File: config.mk
export PLATFORM = sky130hd
export DESIGN_NAME = keypad_scanner
export DESIGN_NICKNAME = d
export VERILOG_FILES = /design/src/rtl/keypad_pkg.sv /design/src/rtl/keypad_row_debounce.sv /design/src/rtl/keypad_scanner.sv
export SDC_FILE = /design/constraint.sdc
export NUM_CORES = 1
export LEC_CHECK = 0
export CORE_ASPECT_RATIO = 0.9
export CORE_UTILIZATION = 29
export CTS_CLUSTER_DIAMETER = 100
export DETAILED_ROUTE_END_ITERATION = 6
export SLEW_MARGIN = 20
export SYNTH_ARGS = -nofsm -noshare
export SYNTH_HDL_FRONTEND = slang
export SYNTH_SLANG_ARGS = --single-unit
File: constraint.sdc
create_clock -name Clk -period 2.2 [get_ports Clk]
set_clock_uncertainty 0.2 [all_clocks]
set_input_delay 0.44 -clock Clk [delete_from_list [all_inputs] [get_ports Clk]]
set_output_delay 0.44 -clock Clk [all_outputs]
set_load 0.005 [all_outputs]
File: src/rtl/keypad_pkg.sv
// Shared constants and types for the 4x8 lab-board key matrix scanner.
package keypad_pkg;

  localparam int NUM_ROWS     = 4;
  localparam int NUM_COLS     = 8;
  localparam int SCAN_DIV_DEF = 8000;  // 1 ms row slot at 8 MHz
  localparam int DEBOUNCE_DEF = 4;

  // Index of the currently driven matrix row (0..3, wraps naturally).
  typedef logic [1:0] row_idx_t;

endpackage

File: src/rtl/keypad_row_debounce.sv
// Debounce for one matrix row: tracks a candidate vector and how many
// consecutive samples agreed with it, and commits the candidate to the
// output once the run length reaches DEBOUNCE_SCANS.
module keypad_row_debounce
  import keypad_pkg::*;
#(
  parameter int DEBOUNCE_SCANS = DEBOUNCE_DEF
) (
  input  logic                Clk,
  input  logic                Reset,
  input  logic                sample_en,
  input  logic [NUM_COLS-1:0] sample,
  output logic [NUM_COLS-1:0] key_row,
  output logic                changed
);

  localparam int            CW      = $clog2(DEBOUNCE_SCANS + 1);
  localparam logic [CW-1:0] DEB_MAX = CW'(DEBOUNCE_SCANS);

  logic [NUM_COLS-1:0] cand;
  logic [NUM_COLS-1:0] cand_next;
  logic [CW-1:0]       cnt;
  logic [CW-1:0]       cnt_next;
  logic                update;

  // Next candidate/run length if this cycle carries a sample; a differing
  // sample restarts the run at 1 so bounce never reaches the threshold.
  always_comb begin
    cand_next = cand;
    cnt_next  = cnt;
    if (sample != cand) begin
      cand_next = sample;
      cnt_next  = CW'(1);
    end else if (cnt < DEB_MAX) begin
      cnt_next = cnt + 1'b1;
    end
    update = sample_en && (cnt_next == DEB_MAX) && (cand_next != key_row);
  end

  // Debounce state and output register; changed is a single-cycle strobe.
  always_ff @(posedge Clk) begin
    if (Reset) begin
      cand    <= '0;
      cnt     <= '0;
      key_row <= '0;
      changed <= 1'b0;
    end else begin
      changed <= update;
      if (sample_en) begin
        cand <= cand_next;
        cnt  <= cnt_next;
      end
      if (update) begin
        key_row <= cand_next;
      end
    end
  end

endmodule

File: src/rtl/keypad_scanner.sv
// Row-scanning key matrix reader: drives one row low per slot, samples the
// synchronized columns at the end of the slot and debounces each row.
module keypad_scanner
  import keypad_pkg::*;
#(
  parameter int SCAN_DIV       = SCAN_DIV_DEF,
  parameter int DEBOUNCE_SCANS = DEBOUNCE_DEF
) (
  input  logic                Clk,
  input  logic                Reset,
  input  logic [NUM_COLS-1:0] col_in_n,
  output logic [NUM_ROWS-1:0] row_drive_n,
  output logic [NUM_COLS-1:0] key_row1,
  output logic [NUM_COLS-1:0] key_row2,
  output logic [NUM_COLS-1:0] key_row3,
  output logic [NUM_COLS-1:0] key_row4,
  output logic                key_change
);

  localparam int            SW        = $clog2(SCAN_DIV);
  localparam logic [SW-1:0] SLOT_LAST = SW'(SCAN_DIV - 1);

  logic [NUM_COLS-1:0] sync_meta;
  logic [NUM_COLS-1:0] sync_cols;
  logic [SW-1:0]       slot_cnt;
  row_idx_t            row_idx;
  logic                slot_wrap;
  logic [NUM_COLS-1:0] sample;

  logic [NUM_ROWS-1:0]               sample_en;
  logic [NUM_ROWS-1:0]               changed;
  logic [NUM_ROWS-1:0][NUM_COLS-1:0] key_rows;

  // Two-flop synchronizer; idles at all-ones (pulled-up, nothing pressed).
  always_ff @(posedge Clk) begin
    if (Reset) begin
      sync_meta <= '1;
      sync_cols <= '1;
    end else begin
      sync_meta <= col_in_n;
      sync_cols <= sync_meta;
    end
  end

  assign slot_wrap = (slot_cnt == SLOT_LAST);
  assign sample    = ~sync_cols;

  // Slot counter and row sequencer. The row drive is registered from
  // row_idx, so it lags one cycle; with the two sync flops that leaves
  // SCAN_DIV-3 settle cycles before the end-of-slot sample.
  always_ff @(posedge Clk) begin
    if (Reset) begin
      slot_cnt    <= '0;
      row_idx     <= '0;
      row_drive_n <= 4'b1110;
    end else begin
      slot_cnt    <= slot_wrap ? '0 : slot_cnt + 1'b1;
      if (slot_wrap) begin
        row_idx <= row_idx + 1'b1;
      end
      row_drive_n <= ~(4'b0001 << row_idx);
    end
  end

  generate
    for (genvar gi = 0; gi < NUM_ROWS; gi++) begin : g_row
      assign sample_en[gi] = slot_wrap && (row_idx == row_idx_t'(gi));

      keypad_row_debounce #(
        .DEBOUNCE_SCANS(DEBOUNCE_SCANS)
      ) u_deb (
        .Clk      (Clk),
        .Reset    (Reset),
        .sample_en(sample_en[gi]),
        .sample   (sample),
        .key_row  (key_rows[gi]),
        .changed  (changed[gi])
      );
    end
  endgenerate

  assign key_row1   = key_rows[0];
  assign key_row2   = key_rows[1];
  assign key_row3   = key_rows[2];
  assign key_row4   = key_rows[3];
  assign key_change = |changed;

endmodule

Yosys cells after proc, flatten, opt, wreduce, memory -nomap -nowiden. Cells that the tools add are included.

Flip-flop bits (word level): 115. Input port bits: 10. Output and inout bits: 37. Word-level logic and storage cells: 77.

Add/subtract/negate cells: 6. $lt $le $gt $ge: 4. Equal/unequal tests: 16. Shift-type cells: 1. Muxes and demuxes: 12. Bitwise operators: 2. Reductions and logical operators: 15.

Operators with widths (number): inequality test 8 bit (8); 2-to-1 mux 8 bit (4); 2-to-1 mux 3 bit (8); adder 13 x 1 -> 13 bit, second input constant (1); == test 13 bit, second input constant (1); adder 3 x 1 -> 3 bit, second input constant (4); == test 3 bit, second input constant (4); logical AND 1 bit (12); < comparator 3 bit, second input constant (4); NOT 8 bit (1); == test 2 bit, second input constant (2); NOT 4 bit (1); OR reduction 4 bit (1); left shift 1 x 2 -> 4 bit, first input constant (1); adder 2 x 1 -> 2 bit, second input constant (1); == test 2 x 1 -> 1 bit, second input constant (1); zero test 2 bit (1); OR reduction 2 bit (1).

Logic depth before layout (Yosys ltp). Gate-level depths: netlist (run 1).

Depth after elaboration: 6. Mapped depth: 9. Mapped depth without buffers: 7.

By module. A second synthesis (run 1) with hierarchy kept.

Cell total of the unflattened synthesis: 551. Area total of the unflattened synthesis: 5395.2 µm².

Modules (own cells, without submodules): keypad_row_debounce (times used 4, cells an instance 105, area each 1019.7 µm², sequential area each 400.4 µm²); keypad_scanner (times used 1, cells an instance 131, area each 1316.3 µm², sequential area each 700.7 µm²).

Worst setup path before layout (run 1). OpenSTA, ideal clock, no wires.

Path kind: reg-to-reg. Start point: register slot_cnt[0]. End point: register slot_cnt[9]. Library setup time: 0.064 ns. Data arrival time: 1.710 ns. Data required time: 1.936 ns. Setup slack: 0.226 ns. Cell stages (with the launch flop): 9. Buffers on the path: 3. Clock period less this slack: 1.974 ns. Cell sequence: dfxtp_1 > ha_1 > and3_1 > buf_4 > and4_1 > buf_6 > or2_2 > buf_2 > nor2_1.

Longest elaborated chain between the ends: 2. Elaborated cells on any way between the ends: 3. Classes of those cells: add/sub (1); eq/ne (1); reduce/logical (1).

Ends and longest elaborated chain: from (decl) (line keypad_scanner.sv:25) `logic [SW-1:0] slot_cnt;`; from (signal assigned) (line keypad_scanner.sv:57) `slot_cnt <= slot_wrap ? '0 : slot_cnt + 1'b1;`; branches (longest 2 deep; another with adder 13 x 1 -> 13 bit).

Several ways; the timed one is not identified. A chain may end at the register's enable or synchronous reset.

Final worst setup path (run 1).
Start point: register g_row[1].u_deb.changed. End point: output key_change.

Longest elaborated chain between the ends: 1.

Ends and longest elaborated chain: from (decl) (line keypad_row_debounce.sv:14) `output logic changed`; from (signal assigned) (line keypad_row_debounce.sv:48) `changed <= update;`; OR reduction 4 bit (line keypad_scanner.sv:86) `assign key_change = |changed;`; to (decl) (line keypad_scanner.sv:17) `output logic key_change`.

No other way between the ends.

==> flow_metrics.py, run 1 <==
metrics = {
    "grt": {
        "use_met2": 0.220,
        "antenna_found_initial": 0,
        "busiest_layer": "met2",
        "use_met1": 0.187,
        "grt_pass1_wl_mm": 19.9,
        "grt_max_degree": 27,
        "grt_overflow": 0,
        "grt_pass1_vias": 3833,
        "track_usage": 0.142,
        "met3_usage": 0.0388,
    },
    "sta": {
        "min_period_ns": 2.13,
        "drv_slew": 0,
        "period_share": 0.968,
        "timing.setup.tns_ns": 0,
        "setup_viol": 0,
        "timing.fmax_ghz": 0.470,
        "rsz0062_at_grt": "no",
        "finalHoldViolations": 0,
        "tightest_slew_ns": 0.553,
        "relSlewSlack": 0.628,
    },
    "critical_path": {
        "path_buf_inv": 1,
        "critPathLaunch": "g_row[1].u_deb.changed$_SDFF_PP0_",
        "crit_fanout": 1,
        "criticalPathCategory": "flop to output pin",
        "crit_family": "simple AND/OR/NAND/NOR gates",
        "cp_slowest_cell": "or4_1",
        "worstPathCellList": "or4_1 -> dlygate4sd2_1",
        "worstPathRequired_ns": 1.56,
        "cp_data_arrival_time_ns": 1.49,
        "crit_path_end_kind": "output pin",
        "crit_path_max_incr_delay_ns": 0.50,
        "rr_startpoint": "sync_cols[1]$_SDFF_PP1_",
        "crit_path_start_kind": "flop",
    },
    "pwr": {
        "total_power_mw": 5.10,
        "vdd.ir_drop.worst_v": 0.000530,
        "leakagePower_nw": 2.64,
        "power_density_nw_per_um2": 754,
    },
    "synthesis": {
        "ys_types": 37,
        "synth_area_um2": 5240,
        "yosys_warnings": 0,
        "synthTopCellsByArea": "dfxtp_1 (44%), nor2_1 (6.8%), xnor2_1 (6.5%), mux2i_1 (6.3%), xor2_1 (6.2%)",
        "ys_seq_elements": 115,
        "synthCells": 572,
        "synth_top_cell_by_area": "dfxtp_1",
        "synth_edf_count": 0,
        "synth_top_area_frac": 0.439,
        "syn_avg_cell_area_um2": 9.17,
        "synth_nets": 591,
        "synth-seq-area-share": 0.439,
        "synth_ff_type": "dfxtp_1",
        "async_reset_ff_frac": 0,
    },
    "clock_network": {
        "path_clk_slew_ns": 0.06,
        "postCtsSetupRepairBufs": 0,
        "cts_tree": "built",
        "insertion_delay_ns": 0.42,
        "cts_made_buffers": 17,
        "clockBufferDepth": 2,
        "cts_root_buf": "clkbuf_16",
        "clock_sinks": 115,
        "cts_max_level": 4,
        "cts_hold_buf": 0,
    },
    "floorplanning": {
        "row_count": 46,
        "die_h_um": 130,
        "design.portCount": 47,
        "die_w_um": 144,
        "dieArea_um2": 18600,
        "initial_core_util": 0.297,
        "core_um2": 17700,
    },
    "flow_run": {
        "drv_cap": 0,
    },
    "cells_and_area": {
        "area_growth_pct": 28.9,
        "drive_above_1_share": 0.157,
        "antenna_cells": 0,
        "final_cell_mix": "dfxtp_1 (114), nor2_1 (94), a21oi_1 (46)",
        "mostFrequentLayoutCell": "dfxtp_1",
        "fillers": 1775,
        "nNetsFinal": 661,
        "final_cell_area_um2": 6760,
        "finish.utilization": 0.382,
    },
    "placement": {
        "place_area_um2": 6140,
        "hpwl_mm": 8.64,
        "portBuffers": 46,
        "gp_congestion": 0.799,
    },
    "route": {
        "routedWlPerCell_um": 13.6,
        "dr_total_vias": 4028,
        "wirelength_mm": 12.2,
        "remaining_drc_errors": 0,
        "antenna_left": 0,
        "firstDrtPassIters": 5,
        "drtIter0Drc": 270,
        "via_per_inst": 4.50,
    },
    "min_path": {
        "hp-start": "sync_meta[0]$_SDFF_PP1_",
        "hold_class": "flop to flop",
    },
    "outcome": {
        "status": "finished, final reports clean",
    },
}
-- registers in the layout (all words and copies together) (netlist names) --
| signal | cells |
|---|---|
| g_row.u_deb.cand | 32 |
| sync_cols | 8 |
| g_row.u_deb.changed | 4 |
| sync_meta | 8 |
| row_drive_n | 4 |
| row_idx | 2 |
| g_row.u_deb.cnt | 12 |
| slot_cnt | 13 |
| g_row.u_deb.key_row | 32 |
-- layout make-up --
cell class                 count  area [um^2]  area share
timing repair buffer          80          776       0.115
multi-input combinational    419         2750       0.407
inverter                       9         33.8     0.00500
tap                          240          300      0.0444
sequential                   115         2300       0.341
clock buffer                  18          439      0.0650
clock inverter                14          155      0.0230
-- synth_stat cells (3+ instances only) --
cell type / instances
nand4_4: 3
and2_1: 3
or2_2: 25
xnor2_1: 39
a31oi_1: 5
and2_4: 3
ha_1: 9
nor3_1: 10
nor4bb_1: 4
buf_2: 5
xor2_1: 37
buf_6: 5
a21oi_1: 46
buf_4: 6
nand3_1: 11
o21a_1: 4
dfxtp_1: 115
nand2b_1: 35
inv_1: 9
mux2i_1: 33
nand2_1: 16
nor2_1: 95
nor4_1: 9
clkbuf_1: 13
nand4_1: 14
-- per-stage QoR --
stage	cells	setup WS [ns]	hold slack, ns
after floorplan	572	0.226	0.189
after global placement	863	0.0943	0.191
after detailed placement	863	0.0698	0.193
after CTS	895	0.00744	0.206
after global routing	895	0.00960	0.221
final	895	0.0705	0.205
-- timing repair --
item                                    CTS  global route
pin swaps                                 0             1
resized for setup                         1             6
endpoints found under the setup margin    1            22
-- metal layers --
layer	wire, um	up-vias
met2	5470	58
met1	6100	1900
met4	182	0
met3	432	16
met5	0	-
li1	-	2054
-- where the power goes --
part           switching, mW  leakage [nW]  total [mW]  internal, mW
sequential            0.0152         0.930        2.12          2.10
clock                   1.03         0.275        2.74          1.70
combinational          0.135          1.43       0.244         0.109
-- worst register-to-register path: cells and delay by family (launching register included) --
family        cells  cell delay [ns]
simple gates      3             0.79
flops             1             0.47
mux               1             0.20
xor+xnor          1             0.19
buf+inv           1             0.15
-- kinds of logic (layout without fill, tap and decap cells) --
| kind of cell | Yosys count | after routing | synth area share |
|---|---|---|---|
| and+or+nand+nor | 241 | 241 | 0.246 |
| DFF | 115 | 115 | 0.439 |
| xor gates and xnor gates | 76 | 76 | 0.127 |
| AOI/OAI and AO/OA | 60 | 60 | 0.0640 |
| buffers and inverters | 38 | 121 | 0.0399 |
| muxes | 33 | 33 | 0.0630 |
| adders and majority gates | 9 | 9 | 0.0215 |
-- final timing paths --
path	depth (start not counted)	slack, ns	endpoint
hold reg to reg	1	0.21	sync_cols[0]$_SDFF_PP1_
setup / recovery	2	0.07	key_change
hold / removal	1	0.21	sync_cols[0]$_SDFF_PP1_
setup reg to reg	6	0.12	g_row[0].u_deb.key_row[7]$_SDFFE_PP0P_
Note: power is estimated with default switching activity, not from simulation.
==> run 2, diff against run 1 <==
- CORE_ASPECT_RATIO: 0.9 -> unset
- clock period: 2.2 -> 2.25 ns (I/O delays scaled with it)
==> run 2 against run 1 <==
  * Worst setup slack improved by 0.042 ns
  * Critical path type is now flop to flop
  * Hold slack lost 0.00061 ns
  * Combinational power down 6%
  * Cell area down 1.4%
  * Via count hardly changed
  * Sequential power is 2% lower
  * Largest cell class unchanged
  * Clock power decreased by 3%
  * Sequential share of layout area is 0.45 points higher
  * Global-route usage down 0.51 points
  * Critical endpoint is now g_row[0].u_deb.key_row[2]$_SDFFE_PP0P_
==> flow_metrics.py, run 2 (same netlist as run 1, synthesis figures left out) <==
metrics = {
    "cells_and_area": {
        "reg.largest.list": "g_row.u_deb.cand: 32 flops, g_row.u_deb.key_row: 32 flops, slot_cnt: 13 flops",
        "drive_above_1_share": 0.153,
        "fillers": 1744,
        "final_cell_mix": "dfxtp_1 (115), nor2_1 (94), a21oi_1 (46)",
        "mostFrequentLayoutCell": "dfxtp_1",
        "nNetsFinal": 658,
        "area_growth_pct": 27.1,
        "antenna_cells": 0,
    },
    "critical_path": {
        "reg2reg_depth": 7,
        "rr_startpoint": "slot_cnt[0]$_SDFF_PP0_",
        "cp_data_arrival_time_ns": 2.28,
        "worstPathRequired_ns": 2.39,
        "crit_path_max_incr_delay_ns": 0.37,
        "worstPathCellList": "ha_2 -> and3_4 -> and4_1 -> nand2_1 -> and4bb_1 -> buf_6 -> mux2i_1",
        "crit_fanout": 8,
        "crit_path_start_kind": "flop",
        "ff2ff_setup_slack_ns": 0.11,
        "criticalPathCategory": "flop to flop",
        "crit_path_end_kind": "flop",
        "cp_slowest_cell": "dfxtp_1",
        "regToRegEndpoint": "g_row[0].u_deb.key_row[2]$_SDFFE_PP0P_",
    },
    "floorplanning": {
        "initial_core_util": 0.300,
        "die_w_um": 136,
        "row_count": 48,
        "dieArea_um2": 18600,
        "die_h_um": 136,
        "design.portCount": 47,
        "core_um2": 17500,
    },
    "pwr": {
        "power_density_nw_per_um2": 745,
        "leakagePower_nw": 2.60,
        "total_power_mw": 4.97,
        "vdd.ir_drop.worst_v": 0.000472,
    },
    "clock_network": {
        "postCtsSetupRepairBufs": 0,
        "cts_max_level": 4,
        "cts_made_buffers": 17,
        "path_clk_slew_ns": 0.05,
        "cts_tree": "built",
        "clockBufferDepth": 2,
        "cts_root_buf": "clkbuf_16",
        "insertion_delay_ns": 0.42,
        "clock_sinks": 115,
    },
    "min_path": {
        "holdPathEnd": "sync_cols[7]$_SDFF_PP1_",
        "hp-start": "sync_meta[7]$_SDFF_PP1_",
        "holdPathStages": 1,
        "hold_class": "flop to flop",
    },
    "grt": {
        "grt_overflow": 0,
        "antenna_found_initial": 0,
        "grt_max_degree": 76,
        "grt_pass1_vias": 3684,
        "grt_pass1_wl_mm": 19.1,
        "track_usage": 0.136,
    },
    "route": {
        "firstDrtPassIters": 6,
        "dr_total_vias": 4032,
        "wirelength_mm": 11.8,
        "drtIter0Drc": 246,
        "remaining_drc_errors": 0,
        "antenna_left": 0,
        "via_per_inst": 4.60,
        "routedWlPerCell_um": 13.5,
    },
    "sta": {
        "tightest_slew_ns": 0.536,
        "rsz0062_at_grt": "no",
        "period_share": 0.950,
        "whs_ns": 0.205,
        "timing.fmax_ghz": 0.468,
        "setup_viol": 0,
        "finalHoldViolations": 0,
        "drv_slew": 0,
        "timing.setup.tns_ns": 0,
        "relSlewSlack": 0.640,
        "min_period_ns": 2.14,
    },
    "placement": {
        "portBuffers": 46,
        "gp_congestion": 0.766,
        "hpwl_mm": 8.39,
    },
    "flow_run": {
        "drv_cap": 0,
    },
    "outcome": {
        "status": "finished, final reports clean",
    },
}
[run 2: changes by cell type in the layout (fill, tap and decap cells not counted), moves of 2 or more]
cell,delta
inv_6,-2
clkbuf_8,+2
clkinv_2,+2
buf_12,-4
[run 2: worst max-delay path by stage]
stage                            from                                     end  slack [ns]  cells past startpoint
2_1_floorplan  slot_cnt[0]$_SDFF_PP0_                  slot_cnt[9]$_SDFF_PP0_        0.28                      8
3_3_place_gp   slot_cnt[0]$_SDFF_PP0_  g_row[0].u_deb.key_row[4]$_SDFFE_PP0P_        0.10                      7
3_5_place_dp   slot_cnt[0]$_SDFF_PP0_  g_row[0].u_deb.key_row[1]$_SDFFE_PP0P_        0.02                      7
4_1_cts        slot_cnt[0]$_SDFF_PP0_  g_row[0].u_deb.key_row[2]$_SDFFE_PP0P_        0.05                      7
5_1_grt        slot_cnt[0]$_SDFF_PP0_  g_row[3].u_deb.key_row[5]$_SDFFE_PP0P_        0.01                      7
6_report       slot_cnt[0]$_SDFF_PP0_  g_row[0].u_deb.key_row[2]$_SDFFE_PP0P_        0.11                      7
[run 2: timing repair]
| action | 4_1_cts | 5_1_grt |
|---|---|---|
| endpoints found under the setup margin | 2 | 16 |
| resized for setup | 2 | 5 |
| hold buffers | 0 | 0 |
[run 2: area by class of cell]
cell class	instances	area, um^2	area share
Clock inverter	12	131	0.0197
Clock buffer	20	467	0.0700
Sequential cell	115	2300	0.345
Tap cell	225	282	0.0422
Multi-Input combinational cell	419	2750	0.412
Timing Repair Buffer	77	703	0.106
Inverter	9	33.8	0.00507
[run 2: stage by stage]
stage	util	area, um^2	worst slack (ns)	std cells
global route	0.381	6670	0.0130	877
floorplan	-	5240	0.276	572
detailed placement	0.346	6050	0.0198	845
finish	0.381	6670	0.113	877
CTS	0.380	6650	0.0502	877
global placement	0.346	6050	0.103	845
[run 2: report_power, final]
group	internal, mW	total [mW]	switching [mW]
logic	0.0999	0.229	0.129
clock network	1.71	2.67	0.958
registers	2.06	2.07	0.0132
total	3.87	4.97	1.10
[run 2: per-layer routing]
metal / part of all wire / vias up / track usage
li1: - / 2055 / -
met1: 0.48 / 1891 / 0.175
met2: 0.47 / 66 / 0.211
met3: 0.031 / 20 / 0.0328
met4: 0.022 / 0 / 0.0716
met5: 0 / - / 0
[run 2: critical path: cells and delay by family (launching register included)]
family | cells | cell delay, ns
and+or+nand+nor | 4 | 0.90
buffers and inverters | 1 | 0.18
adders and majority gates | 1 | 0.22
muxes | 1 | 0.19
DFF | 1 | 0.37
==> run 3, diff against run 2 <==
- GPL_TIMING_DRIVEN: unset -> 0
- clock period: 2.25 -> 2.65 ns (I/O delays scaled with it)
==> run 3 against run 2 <==
  * Register-to-register slack better by 0.17 ns
  * Combinational power down 19%
  * Clock-buffer cell count down 2
  * Sequential cell count unchanged
  * Critical path type is now flop to output pin
  * Highest routed layer unchanged
==> flow_metrics.py, run 3 (same netlist as run 1, synthesis figures left out) <==
metrics = {
    "outcome": {
        "status": "finished, final reports clean",
    },
    "pwr": {
        "combPwrFrac": 0.044,
        "vdd.ir_drop.worst_v": 0.000454,
        "seqPwrFrac": 0.417,
        "power_frac_clock": 0.539,
        "internal_power_mw": 3.24,
        "power_density_nw_per_um2": 643,
        "power_switching_mw": 0.984,
        "total_power_mw": 4.22,
        "switching_share": 0.233,
        "leakagePower_nw": 2.54,
    },
    "route": {
        "dr_total_vias": 3926,
        "antenna_left": 0,
        "firstDrtPassIters": 5,
        "wirelength_mm": 12.0,
        "routedWlPerCell_um": 13.7,
        "remaining_drc_errors": 0,
        "via_per_inst": 4.49,
        "drtIter0Drc": 240,
    },
    "flow_run": {
        "drv_cap": 0,
    },
    "floorplanning": {
        "die_w_um": 136,
        "row_count": 48,
        "design.portCount": 47,
        "dieArea_um2": 18600,
        "die_h_um": 136,
        "initial_core_util": 0.300,
        "core_um2": 17500,
    },
    "cells_and_area": {
        "stdcell_count": 874,
        "area_growth_pct": 25.3,
        "final_cell_mix": "dfxtp_1 (115), nor2_1 (95), a21oi_1 (46)",
        "nNetsFinal": 655,
        "multi_input_area_um2": 2730,
        "mostFrequentLayoutCell": "dfxtp_1",
        "reg.largest.list": "g_row.u_deb.cand: 32 flops, g_row.u_deb.key_row: 32 flops, slot_cnt: 13 flops",
        "drive_above_1_share": 0.123,
        "seqCellArea_um2": 2300,
        "fillers": 1757,
        "antenna_cells": 0,
    },
    "clock_network": {
        "cts_max_level": 4,
        "cts_root_buf": "clkbuf_16",
        "path_clk_slew_ns": 0.05,
        "cts_resized": 0,
        "clock_sinks": 115,
        "cts_made_buffers": 17,
        "clockBufferDepth": 2,
        "postCtsSetupRepairBufs": 0,
        "cts_tree": "built",
        "cts_hold_buf": 0,
        "insertion_delay_ns": 0.42,
    },
    "critical_path": {
        "criticalPathCategory": "flop to output pin",
        "cp_data_arrival_time_ns": 1.70,
        "reg2reg_depth": 7,
        "crit_family": "simple AND/OR/NAND/NOR gates",
        "crit_path_max_incr_delay_ns": 0.53,
        "worstPathRequired_ns": 1.92,
        "rr_startpoint": "row_idx[0]$_SDFFE_PP0N_",
        "cp_slowest_cell": "or4_1",
        "crit_path_start_kind": "flop",
        "crit_path_end_kind": "output pin",
        "crit_fanout": 1,
        "worstSetupPathDepth": 2,
        "path_buf_inv": 1,
        "critPathLaunch": "g_row[1].u_deb.changed$_SDFF_PP0_",
        "worstPathCellList": "or4_1 -> clkdlybuf4s50_1",
    },
    "grt": {
        "grt_pass1_vias": 3651,
        "antenna_found_initial": 0,
        "grt_max_degree": 17,
        "grt_overflow": 0,
        "track_usage": 0.139,
        "grt_pass1_wl_mm": 19.3,
    },
    "sta": {
        "setup_slack_ns": 0.219,
        "relSlewSlack": 0.637,
        "rsz0062_at_grt": "no",
        "setup_viol": 0,
        "period_share": 0.917,
        "timing.setup.tns_ns": 0,
        "tightest_slew_ns": 0.544,
        "min_period_ns": 2.43,
        "drv_slew": 0,
        "timing.fmax_ghz": 0.411,
        "finalHoldViolations": 0,
    },
    "placement": {
        "gp_congestion": 0.800,
        "hpwl_mm": 8.75,
        "dpl.cell_count": 842,
        "dp_slack_ns": 0.314,
        "portBuffers": 45,
    },
    "min_path": {
        "hold_class": "flop to flop",
        "holdPathStages": 1,
        "hp-start": "sync_meta[1]$_SDFF_PP1_",
    },
}
==> run 3: cell types whose count changed in the layout (fill, tap and decap cells not counted), sizes merged <==
cell,change
inv,+3
clkbuf,+11
clkinvlp,-1
clkdlybuf4s50,+1
dlygate4sd2,-1
buf,-16
==> run 3: path summary, 6_finish.rpt <==
kind	endpoint	slack [ns]
max reg2reg	g_row[0].u_deb.changed$_SDFF_PP0_	0.28
min reg2reg	sync_cols[1]$_SDFF_PP1_	0.20
max	key_change	0.22
min	sync_cols[1]$_SDFF_PP1_	0.20
==> run 3: power by group through the flow <==
| stage | Sequential, mW | Combinational, mW | Clock, mW |
|---|---|---|---|
| floorplan | 1.79 | 0.133 | 0 |
| CTS | 1.76 | 0.187 | 2.33 |
| detailed placement | 1.80 | 0.186 | 0 |
| global route | 1.76 | 0.205 | 2.40 |
| finish | 1.76 | 0.185 | 2.28 |
| global placement | 1.80 | 0.186 | 0 |
==> run 3: final cells by class <==
type | count | area share
Buffer | 29 | 0.0267
Clock buffer | 18 | 0.0669
Clock inverter | 14 | 0.0234
Inverter | 9 | 0.00514
Multi-Input combinational cell | 419 | 0.416
Sequential cell | 115 | 0.351
Tap cell | 225 | 0.0429
Timing Repair Buffer | 45 | 0.0686
==> run 3: per-stage QoR <==
step	util	cell area, um^2	hold WS (ns)
after global placement	0.342	5970	0.192
after CTS	0.376	6570	0.206
after detailed placement	0.342	5970	0.192
after global routing	0.376	6570	0.215
final	0.376	6570	0.205
after floorplan	-	5240	0.189
==> run 3: per-layer routing <==
| layer | track usage | wire length (um) |
|---|---|---|
| met1 | 0.178 | 5800 |
| met2 | 0.218 | 5570 |
| met3 | 0.0336 | 379 |
| met5 | 0 | 0 |
| met4 | 0.0691 | 235 |
